$ cat src/rtl/dragster_spi_pkg.sv
// rtl/dragster_spi_pkg.sv - shared constants and state encoding for the Dragster SPI master
package dragster_spi_pkg;

    localparam int unsigned FRAME_WIDTH_DEF = 16;

    // Register-access frame layout: [15] R/W (1=read), [14:8] address, [7:0] data
    localparam int unsigned RW_BIT   = 15;
    localparam int unsigned ADDR_MSB = 14;
    localparam int unsigned ADDR_LSB = 8;
    localparam int unsigned DATA_MSB = 7;
    localparam int unsigned DATA_LSB = 0;

    typedef logic [2:0] state_t;

    localparam state_t ST_IDLE  = 3'd0;
    localparam state_t ST_SETUP = 3'd1;
    localparam state_t ST_SHIFT = 3'd2;
    localparam state_t ST_HOLD  = 3'd3;
    localparam state_t ST_GAP   = 3'd4;

endpackage

$ cat src/rtl/spi_phase_counter.sv
// rtl/spi_phase_counter.sv - divider that marks the first and last cycle of each DIV-cycle phase
//
// Ports:
//   clk_i          system clock
//   rst_ni         asynchronous active-low reset
//   en_i           count while high; held at zero while low
//   phase_first_o  high in the first cycle of a phase
//   phase_end_o    high in the last cycle of a phase (counter wraps next cycle)
module spi_phase_counter #(
    parameter int unsigned DIV = 4
) (
    input  logic clk_i,
    input  logic rst_ni,
    input  logic en_i,
    output logic phase_first_o,
    output logic phase_end_o
);

    localparam int unsigned     CW   = (DIV > 1) ? $clog2(DIV) : 1;
    localparam logic [CW-1:0]   LAST = CW'(DIV - 1);

    logic [CW-1:0] cnt_q;
    logic [CW-1:0] cnt_d;

    // With DIV=1 LAST is zero, so every enabled cycle is both first and last;
    // the counter never leaves zero and cannot underflow.
    assign phase_first_o = en_i && (cnt_q == '0);
    assign phase_end_o   = en_i && (cnt_q == LAST);

    always_comb begin
        cnt_d = cnt_q;
        if (!en_i || phase_end_o) begin
            cnt_d = '0;
        end else begin
            cnt_d = cnt_q + 1'b1;
        end
    end

    always_ff @(posedge clk_i or negedge rst_ni) begin
        if (!rst_ni) begin
            cnt_q <= '0;
        end else begin
            cnt_q <= cnt_d;
        end
    end

endmodule

$ cat src/rtl/dragster_spi_master.sv
// rtl/dragster_spi_master.sv - mode-0 MSB-first SPI master for Dragster sensor register frames
//
// Ports:
//   clk, reset_n            system clock, asynchronous active-low reset
//   start, slave_sel,       frame request; tx_data and slave_sel captured when idle
//   tx_data
//   rx_data, done, busy     captured frame (valid from done), end pulse, activity flag
//   miso, mosi, sclk, ss_n  serial bus; sclk idles low, ss_n active low
module dragster_spi_master import dragster_spi_pkg::*; #(
    parameter int unsigned CLK_DIVIDER = 4,
    parameter int unsigned FRAME_WIDTH = FRAME_WIDTH_DEF,
    parameter int unsigned SLAVE_COUNT = 2
) (
    input  logic                   clk,
    input  logic                   reset_n,
    input  logic                   start,
    input  logic                   slave_sel,
    input  logic [FRAME_WIDTH-1:0] tx_data,
    output logic [FRAME_WIDTH-1:0] rx_data,
    output logic                   busy,
    output logic                   done,
    input  logic                   miso,
    output logic                   mosi,
    output logic                   sclk,
    output logic [SLAVE_COUNT-1:0] ss_n
);

    localparam int unsigned          BW       = (FRAME_WIDTH > 1) ? $clog2(FRAME_WIDTH) : 1;
    localparam logic [BW-1:0]        LAST_BIT = BW'(FRAME_WIDTH - 1);
    localparam logic [SLAVE_COUNT-1:0] ONE_HOT0 = SLAVE_COUNT'(1);

    state_t                 state_q, state_d;
    logic [FRAME_WIDTH-1:0] tx_sh_q, tx_sh_d;
    logic [FRAME_WIDTH-1:0] rx_sh_q, rx_sh_d;
    logic [FRAME_WIDTH-1:0] rx_data_q, rx_data_d;
    logic [BW-1:0]          bit_cnt_q, bit_cnt_d;
    logic [SLAVE_COUNT-1:0] ss_n_q, ss_n_d;
    logic                   sclk_q, sclk_d;
    logic                   mosi_q, mosi_d;
    logic                   busy_q, busy_d;
    logic                   done_q, done_d;

    logic phase_first;
    logic phase_end;

    spi_phase_counter #(
        .DIV (CLK_DIVIDER)
    ) u_phase (
        .clk_i         (clk),
        .rst_ni        (reset_n),
        .en_i          (state_q != ST_IDLE),
        .phase_first_o (phase_first),
        .phase_end_o   (phase_end)
    );

    always_comb begin
        state_d   = state_q;
        tx_sh_d   = tx_sh_q;
        rx_sh_d   = rx_sh_q;
        rx_data_d = rx_data_q;
        bit_cnt_d = bit_cnt_q;
        ss_n_d    = ss_n_q;
        sclk_d    = sclk_q;
        mosi_d    = mosi_q;
        busy_d    = busy_q;
        done_d    = 1'b0;

        case (state_q)
            ST_IDLE: begin
                if (start) begin
                    tx_sh_d   = tx_data;
                    bit_cnt_d = '0;
                    ss_n_d    = ~(ONE_HOT0 << slave_sel);
                    mosi_d    = tx_data[FRAME_WIDTH-1];
                    busy_d    = 1'b1;
                    state_d   = ST_SETUP;
                end
            end
            ST_SETUP: begin
                if (phase_end) begin
                    sclk_d  = 1'b1;
                    state_d = ST_SHIFT;
                end
            end
            ST_SHIFT: begin
                // sclk_q doubles as the high/low half-period flag.
                if (sclk_q && phase_first) begin
                    rx_sh_d = {rx_sh_q[FRAME_WIDTH-2:0], miso};
                end
                if (phase_end) begin
                    if (sclk_q) begin
                        sclk_d  = 1'b0;
                        tx_sh_d = tx_sh_q << 1;
                        mosi_d  = tx_sh_q[FRAME_WIDTH-2];
                    end else if (bit_cnt_q == LAST_BIT) begin
                        state_d = ST_HOLD;
                    end else begin
                        bit_cnt_d = bit_cnt_q + 1'b1;
                        sclk_d    = 1'b1;
                    end
                end
            end
            ST_HOLD: begin
                if (phase_end) begin
                    ss_n_d    = '1;
                    mosi_d    = 1'b0;
                    rx_data_d = rx_sh_q;
                    done_d    = 1'b1;
                    state_d   = ST_GAP;
                end
            end
            ST_GAP: begin
                if (phase_end) begin
                    busy_d  = 1'b0;
                    state_d = ST_IDLE;
                end
            end
            default: begin
                ss_n_d  = '1;
                sclk_d  = 1'b0;
                mosi_d  = 1'b0;
                busy_d  = 1'b0;
                state_d = ST_IDLE;
            end
        endcase
    end

    always_ff @(posedge clk or negedge reset_n) begin
        if (!reset_n) begin
            state_q   <= ST_IDLE;
            tx_sh_q   <= '0;
            rx_sh_q   <= '0;
            rx_data_q <= '0;
            bit_cnt_q <= '0;
            ss_n_q    <= '1;
            sclk_q    <= 1'b0;
            mosi_q    <= 1'b0;
            busy_q    <= 1'b0;
            done_q    <= 1'b0;
        end else begin
            state_q   <= state_d;
            tx_sh_q   <= tx_sh_d;
            rx_sh_q   <= rx_sh_d;
            rx_data_q <= rx_data_d;
            bit_cnt_q <= bit_cnt_d;
            ss_n_q    <= ss_n_d;
            sclk_q    <= sclk_d;
            mosi_q    <= mosi_d;
            busy_q    <= busy_d;
            done_q    <= done_d;
        end
    end

    assign rx_data = rx_data_q;
    assign busy    = busy_q;
    assign done    = done_q;
    assign mosi    = mosi_q;
    assign sclk    = sclk_q;
    assign ss_n    = ss_n_q;

endmodule

$ cat config.mk
export PLATFORM = sky130hd
export DESIGN_NAME = dragster_spi_master
export DESIGN_NICKNAME = d
export VERILOG_FILES = /design/src/rtl/dragster_spi_pkg.sv /design/src/rtl/spi_phase_counter.sv /design/src/rtl/dragster_spi_master.sv
export SDC_FILE = /design/constraint.sdc
export NUM_CORES = 1
export LEC_CHECK = 0
export CORE_ASPECT_RATIO = 2
export CORE_MARGIN = 5
export CORE_UTILIZATION = 46
export DETAILED_ROUTE_END_ITERATION = 16
export PLACE_DENSITY = 0.78
export SETUP_SLACK_MARGIN = 0.02
export SLEW_MARGIN = 5
export SYNTH_ARGS = -nofsm -noshare
export SYNTH_HDL_FRONTEND = slang
export SYNTH_SLANG_ARGS = --single-unit
$ cat constraint.sdc
create_clock -name clk -period 2.2 [get_ports clk]
set_input_delay 0.22 -clock clk [delete_from_list [all_inputs] [get_ports clk]]
set_output_delay 0.22 -clock clk [all_outputs]
set_load 0.03 [all_outputs]
**Yosys cells after proc, flatten, opt, wreduce, memory -nomap -nowiden**

Index checks and enable logic that the tools add are counted.

- Word-level logic and storage cells: 91
- Flip-flop bits (word level): 62
- Input bits: 21
- Output and inout bits: 22

- $add $sub $neg: 2
- Eq/ne operators: 15
- Shift-type cells: 1
- Multiplexer cells: 35
- Reduce and logical (&&, ||, !) cells: 22
- Bitwise gates (word level): 5

Operators with widths:

| kind | count |
|---|---|
| $mux 15 | 3 |
| $pmux 15 s2 | 1 |
| $mux 3 | 7 |
| $mux 4 | 4 |
| $pmux 3 s5 | 1 |
| $mux 1 | 11 |
| $ne 2x2->1 const B | 5 |
| $reduce_and 5->1 | 2 |
| $reduce_and 3->1 | 3 |
| $reduce_or 3->1 | 3 |
| $ne 2x1->1 const B | 4 |
| $pmux 4 s2 | 1 |
| $reduce_and 7->1 | 1 |
| $eq 3x2->1 const B | 2 |
| $mux 2 | 3 |
| $pmux 1 s3 | 2 |
| $pmux 2 s3 | 1 |
| $add 4x1->4 const B | 1 |
| $eq 4x4->1 const B | 1 |
| $not 1->1 | 4 |
| $pmux 1 s4 | 1 |
| $reduce_and 2->1 | 2 |
| $reduce_and 4->1 | 1 |
| $eq 3x1->1 const B | 1 |
| 13 further kinds | 15 |

**Depth between registers and ports, before layout**

Gate-level depths: netlist (run 1).

- Depth after elaboration: 5
- Mapped depth: 5
- Mapped depth without buffers: 4

**Hierarchy**

Synthesis (run 1) repeated with hierarchy kept, for this count alone.

- Cell total of the unflattened synthesis: 220
- Area, all modules: 2776.4 um^2

By module, submodules not included:

| module | cells an instance | times used | seq. area each (um^2) | area each (um^2) |
|---|---|---|---|---|
| dragster_spi_master | 210 | 1 | 1503.9 | 2658.8 |
| spi_phase_counter | 10 | 1 | 50.0 | 117.6 |

**Worst setup path after synthesis (run 1)**

No wires, ideal clock.

- Kind: reg2reg
- Start: register sclk_q, in the netlist sclk
- End: register tx_sh_q[10]
- Data arrival time: 1.712 ns
- Cell stages (with the launch flop): 6
- Clock period less this slack: 1.840 ns
- Required time: 2.073 ns
- Setup slack: 0.360 ns
- Setup time: 0.127 ns
- Buffers on the path: 2
- Cell sequence: dfrtp_1 buf_2 nand3_2 a211oi_4 buf_6 mux2_1

- Cells in the longest elaborated chain, start to end: 2

Ends and longest elaborated chain:

| item | RTL line | text |
|---|---|---|
| start, declared | dragster_spi_master.sv:38 | `logic sclk_q, sclk_d;` |
| start signal, assigned | dragster_spi_master.sv:147 | `sclk_q <= sclk_d;` |
| $ne 2x2->1 (no line) | - |  |
| $reduce_and 4->1 (no line) | - |  |
| end signal, assigned | dragster_spi_master.sv:142 | `tx_sh_q <= tx_sh_d;` |
| end, declared | dragster_spi_master.sv:33 | `logic [FRAME_WIDTH-1:0] tx_sh_q, tx_sh_d;` |

No other way between the ends.
A chain may end at the register's enable or synchronous reset.

**Worst setup path after layout (run 1)**

- Start: register sclk_q, in the netlist sclk
- End: output port sclk

RTL lines:

| item | RTL line | text |
|---|---|---|
| end, declared | dragster_spi_master.sv:24 | `output logic sclk,` |

No word-level cell between the ends.

==> reports/summary.txt, run 1 <==
Leakage - 1.65 nW
Worst Setup SP - sclk
RSZ-0062 raised after global routing - false
Num CTS Buffers - 9
Final setup viols - 0
Synth Instances - 202
Least-Margin Pin Slew - 0.429 ns
Final WL - 5350 um
Clock power frac - 28.9%
Crit Path Class - flop to output pin
Syn Area/Cell - 14.1 um2
Ys flop type - dfrtp_1
Sequential Power Share - 40.0%
FF-to-FF setup slack - 0.40 ns
Layout cell share with drive strength beyond 1 - 31.5%
CTS tree - yes
Buf+Inv Stages, Crit Path - 1
Die ar. - 7950 um2
Routed Antenna Nets - 0
Pin count of the biggest net entering global routing - 63
Max stage delay on crit path - 0.76 ns
Final core occ - 60.1%
Hold Slack - 0.439 ns
First-pass GRT wire length - 9280 um
Antenna Cells - 0
Final worst slack - 0.299 ns
Largest cells by area after synthesis - dfrtp_1 (53%), mux2_2 (17%), mux2_4 (5.3%)
Tightest Hold Check Type - input pin to asynchronous set/reset pin
Slew Viols, Final - 0
Synth unique cells - 45
Crit path depth - 1
Critical Path Start Type - flop
Io pins - 43
Max-Cap Viols - 0
Yosys warns - 0
Die height - 121 um
Vias per cell - 5.58
Post-layout min period - 1.90 ns
Buffers on Ports - 42
Initial core utilization - 47.3%
CP Capture Point - sclk
CP max FO - 11
Crit-path cells - clkdlybuf4s50_1
# H-tree levels - 3
Slew Limit Headroom - 71.4%
Worst-path clk slew - 0.05 ns
Root Driver - clkbuf_16
Total gr overflow - 0
EDFF count, synth - 0
RD Place Congestion - 0.804
Worst path required time - 1.98 ns
NumNets Final - 278
First-pass DRT Iterations - 6
R2r endpoint - rx_sh_q[10]
Count leader, synth - dfrtp_1
Most common library cells after synthesis - dfrtp_1 (60), mux2_2 (42), inv_1 (11)
Drt drc - 0
Initial antenna violation count - 0
CP Capture Type - output pin
Synth Register Bits - 62
Area growth, synth to finish - 27.0%
Largest delay share family, worst path - buffers and inverters
Clk sink count - 62
Sw Ratio - 30.8%
Total core area - 6010 um2
Switching pwr - 0.00129 W
Post-Syn Area - 2840 um2
Fin Setup TNS - 0 ns
Worst path slowest cell - clkdlybuf4s50_1
DRT iter0 DRCs - 57
R2R depth - 4
Gate power share - 31.1%
Detailed placement HPWL - 3770 um
Pre-CTS setup slack - 0.392 ns
Vias - 1787
Sequential fraction of the synthesis area - 54.7%
Status - finished, final reports clean
Power Dens Cells - 1160 nW/um2
Tcrit/Tclk final - 86.4%
Clock Latency Late Sink - 0.32 ns
P_int - 0.00291 W
Routed wire per std cell - 16.7 um
Num rows - 40
Post-synth ARST share - 100%
Hold Vio Cnt, Final - 0
Max Freq - 526 MHz
Global Route Usage Sum - 15.5%
Crit path DAT - 1.68 ns
Total power - 0.00420 W
Cell accounting for the most synthesized area - dfrtp_1
Vias in the first global route - 1994
Deepest clock path buffer count - 2
Clock Skew - 0.00475 ns
Post-CTS Setup Repair Bufs - 0
Die width - 65.6 um
Mapped Nets - 226
Yosys top cell area share - 52.8%
RR Startpoint - state_q[1]
Worst VDD drop - 0.000787 V
-- registers in the layout, summed over array words and instances, names as in the netlist --
signal	cells
ss_n	2
done	1
tx_sh_q	15
bit_cnt_q	4
u_phase.cnt_q	2
mosi	1
busy	1
rx_data	16
state_q	3
sclk	1
rx_sh_q	16
-- cell usage in the layout, fill, tap and decap left out, types with 2 or more instances in the layout --
| cell type | count |
|---|---|
| dfrtp_1 | 60 |
| mux2_2 | 42 |
| clkdlybuf4s50_1 | 41 |
| inv_1 | 11 |
| mux2_1 | 10 |
| mux2_4 | 10 |
| clkbuf_16 | 9 |
| buf_4 | 7 |
| o21ai_0 | 6 |
| a21oi_1 | 5 |
| nor3_1 | 3 |
| nand2_1 | 3 |
| ha_1 | 3 |
| nand2b_1 | 2 |
| a21boi_1 | 2 |
| nand3_1 | 2 |
| nand3b_1 | 2 |
| a2bb2oi_1 | 2 |
| nor2_1 | 2 |
| o22a_1 | 2 |
| clkbuf_1 | 2 |
| clkinv_2 | 2 |
| dfstp_2 | 2 |
-- worst min path at each step --
stage                     startpoint  cells after the start                to  slack [ns]
global route        u_phase.cnt_q[0]                      1  u_phase.cnt_q[0]        0.50
global placement             reset_n                      2       rx_data[12]        0.25
finish                       reset_n                      3       rx_data[13]        0.44
floorplan                    reset_n                      0      bit_cnt_q[0]       -0.08
CTS                          reset_n                      3        tx_sh_q[4]        0.44
detailed placement           reset_n                      2       rx_data[12]        0.25
-- kinds of logic (layout without fill, tap and decap cells) --
kind of cell	count (synthesis)	after routing	share of synthesized area (%)
XOR/XNOR	1	1	0.308
adder cells (fa/ha/maj)	3	3	1.32
AND/OR/NAND/NOR	27	27	7.35
multiplexers	63	63	26.2
AO/OA/AOI/OAI	25	25	6.38
flip-flops	62	62	54.7
buffers and inverters	21	76	3.74
-- power by group through the flow --
stage / Sequential [W] / Combinational [W] / Clock [W]
after floorplan: 0.00174 / 0.000877 / 0
after global placement: 0.00169 / 0.00129 / 0
after detailed placement: 0.00170 / 0.00132 / 0
after CTS: 0.00168 / 0.00133 / 0.00126
after global routing: 0.00173 / 0.00143 / 0.00131
final: 0.00168 / 0.00131 / 0.00121
-- stage by stage --
| step | area, um2 | cells |
|---|---|---|
| 5_1_grt | 3610 | 320 |
| 2_1_floorplan | 2840 | 202 |
| 4_1_cts | 3610 | 320 |
| 3_5_place_dp | 3340 | 305 |
| 6_report | 3610 | 320 |
| 3_3_place_gp | 3340 | 305 |
-- what timing repair did --
| action | CTS | global route |
|---|---|---|
| endpoints found under the hold margin | 60 | 0 |
| gates resized for setup | 0 | 0 |
| hold buffers | 1 | 0 |
-- final cells by class --
| type | instances | area, um2 |
|---|---|---|
| Tap cell | 63 | 78.8 |
| Multi-Input combinational cell | 119 | 1180 |
| Clock buffer | 12 | 246 |
| Inverter | 11 | 41.3 |
| Timing Repair Buffer | 51 | 498 |
| Fill cell | 481 | 2390 |
| Clock inverter | 2 | 10.0 |
| Sequential cell | 62 | 1550 |
-- metal layers --
layer / global-route usage, % / routed length, um / share of wire, % / vias up
met5: 0 / 0 / 0 / -
met4: 8.05 / 89 / 1.7 / 0
met3: 5.10 / 195 / 3.6 / 8
met2: 27.4 / 3070 / 57 / 47
met1: 15.8 / 1990 / 37 / 903
li1: - / - / - / 829
(Power assumes the default switching activity.)
==> run 2: changes to the inputs <==
--- a/config.mk
+++ b/config.mk
@@ -8,6 +8,7 @@
 export CORE_ASPECT_RATIO = 2
 export CORE_MARGIN = 5
 export CORE_UTILIZATION = 46
+export CTS_CLUSTER_DIAMETER = 60
 export DETAILED_ROUTE_END_ITERATION = 16
 export PLACE_DENSITY = 0.78
 export SETUP_SLACK_MARGIN = 0.02
==> results of run 2 <==
Final layout, timing and power as in run 1 (identical DEF).
==> run 3: changes to the inputs <==
--- a/config.mk
+++ b/config.mk
@@ -5,8 +5,8 @@
 export SDC_FILE = /design/constraint.sdc
 export NUM_CORES = 1
 export LEC_CHECK = 0
+export ABC_CLOCK_PERIOD_IN_PS = 2200
 export CORE_ASPECT_RATIO = 2
-export CORE_MARGIN = 5
 export CORE_UTILIZATION = 46
 export CTS_CLUSTER_DIAMETER = 60
 export DETAILED_ROUTE_END_ITERATION = 16
==> reports/summary.txt, run 3 (same netlist as run 1, synthesis figures left out) <==
First-pass DRT Iterations - 10 (was 6)
Resized Gates After CTS - 0 (unchanged)
Vias in the first global route - 1898 (was 1994)
Total gr overflow - 0 (unchanged)
Worst path required time - 1.98 ns (about the same)
Fin cells - 321 (was 320)
RD Place Congestion - 0.835 (was 0.804)
Sw Ratio - 29.8% (was 30.8%)
Worst path slowest cell - clkdlybuf4s50_1 (unchanged)
Sequential Power Share - 37.6% (was 40.0%)
Critical Path Start Type - flop (unchanged)
Root Driver - clkbuf_16 (unchanged)
Power Dens Cells - 1200 nW/um2 (was 1160 nW/um2)
Die height - 113 um (was 121 um)
Most common cell after layout, fill and taps aside - dfrtp_1 (unchanged)
Num CTS Buffers - 9 (unchanged)
Status - finished, violations left (was finished, final reports clean)
Num rows - 40 (unchanged)
P_int - 0.00308 W (was 0.00291 W)
Switching pwr - 0.00131 W (was 0.00129 W)
# H-tree levels - 3 (unchanged)
Crit Path Class - flop to output pin (unchanged)
Area growth, synth to finish - 28.8% (was 27.0%)
Most frequent cells in the layout - dfrtp_1 (60), mux2_2 (42), clkdlybuf4s50_1 (41), inv_1 (11) (unchanged)
Die ar. - 6520 um2 (was 7950 um2)
Buffers on Ports - 42 (unchanged)
Initial antenna violation count - 0 (unchanged)
Post-layout min period - 1.87 ns (was 1.90 ns)
Hold Vio Cnt, Final - 0 (unchanged)
Gate power share - 30.6% (was 31.1%)
Clock Skew - 0.00382 ns (was 0.00475 ns)
Crit-path cells - clkdlybuf4s50_1 (unchanged)
DR top layer - met4 (unchanged)
Least-Margin Pin Slew - 0.590 ns (was 0.429 ns)
Clock power frac - 31.9% (was 28.9%)
First-pass GRT wire length - 8540 um (was 9280 um)
Routed wire per std cell - 15.8 um (was 16.7 um)
Detailed placement HPWL - 3530 um (was 3770 um)
Fin Setup TNS - 0 ns (unchanged)
Buf+Inv Stages, Crit Path - 1 (unchanged)
Vias - 1756 (was 1787)
Tightest Hold Check Type - input pin to asynchronous set/reset pin (unchanged)
Clk sink count - 62 (unchanged)
Wire length on met2 - 2760 um (was 3070 um)
CTS tree - yes (unchanged)
Deepest clock path buffer count - 2 (unchanged)
Io pins - 43 (unchanged)
Final setup viols - 0 (unchanged)
Vias per cell - 5.47 (was 5.58)
Max stage delay on crit path - 0.75 ns (was 0.76 ns)
FF-to-FF setup slack - 0.45 ns (was 0.40 ns)
Cells after DPL - 304 (was 305)
Worst-path clk slew - 0.05 ns (about the same)
Crit path depth - 1 (unchanged)
Final WL - 5060 um (was 5350 um)
Die width - 57.6 um (was 65.6 um)
DRT iter0 DRCs - 31 (was 57)
Post-CTS Setup Repair Bufs - 0 (unchanged)
Largest delay share family, worst path - buffers and inverters (unchanged)
Initial core utilization - 47.3% (unchanged)
Global Route Usage Sum - 17.8% (was 15.5%)
Tcrit/Tclk final - 85.2% (was 86.4%)
Cts hold-fix bufs - 1 (unchanged)
Slew Limit Headroom - 60.7% (was 71.4%)
Routed Antenna Nets - 0 (unchanged)
Crit path DAT - 1.65 ns (was 1.68 ns)
Failing checks - design-rule violations
Pin count of the biggest net entering global routing - 39 (was 63)
Antenna Cells - 0 (unchanged)
M1 WL - 1920 um (was 1990 um)
NumNets Final - 277 (was 278)
RSZ-0062 raised after global routing - false (unchanged)
Fillers - 478 (was 481)
CP max FO - 11 (unchanged)
Slew Viols, Final - 0 (unchanged)
R2R depth - 4 (unchanged)
Drt drc - 4 (was 0)
CP Capture Type - output pin (unchanged)
Total core area - 6010 um2 (unchanged)
Max-Cap Viols - 0 (unchanged)
Layout cell share with drive strength beyond 1 - 32.2% (was 31.5%)
Leakage - 1.67 nW (was 1.65 nW)
Worst VDD drop - 0.000557 V (was 0.000787 V)
Clock Latency Late Sink - 0.32 ns (about the same)
Routed wire length on met3 - 171 um (was 195 um)
Max Freq - 533 MHz (was 526 MHz)
run 3: area by class of cell:
cell class,count,area [um2],share of cell area (%)
sequential,62,1550,42.4
multi-input combinational,119,1180,32.3
timing repair buffer,50,503,13.7
clock buffer,12,256,7.01
tap,63,78.8,2.15
clock inverter,4,45.0,1.23
inverter,11,41.3,1.13
run 3: final timing paths:
path,start,endpoint
min in group clk,u_phase.cnt_q[0],u_phase.cnt_q[0]
hold / removal,reset_n,bit_cnt_q[0]
setup / recovery,sclk,sclk
setup reg to reg,sclk,tx_sh_q[0]
hold reg to reg,u_phase.cnt_q[0],u_phase.cnt_q[0]
max in group asynchronous,reset_n,ss_n[1]
run 3: power by group through the flow:
stage | clock network (W) | registers [W] | logic [W]
detailed placement | 0 | 0.00167 | 0.00135
global route | 0.00148 | 0.00169 | 0.00146
finish | 0.00140 | 0.00165 | 0.00134
global placement | 0 | 0.00165 | 0.00132
floorplan | 0 | 0.00174 | 0.000877
CTS | 0.00144 | 0.00165 | 0.00136
run 3: metal layers:
layer,vias to the layer above,global-route usage [%]
met5,-,0
met4,0,13.2
met3,15,5.03
met2,29,29.9
met1,889,18.1
li1,823,-
run 3: stage by stage:
stage	hold slack (ns)	worst slack (ns)	utilization, %	power (W)	area (um2)
finish	0.427	0.325	61.0	0.00438	3660
CTS	0.442	0.302	61.0	0.00445	3660
floorplan	-0.0756	0.360	-	0.00261	2840
global placement	0.250	0.441	55.8	0.00297	3350
global route	0.490	0.259	61.0	0.00462	3660
detailed placement	0.260	0.409	55.8	0.00302	3350
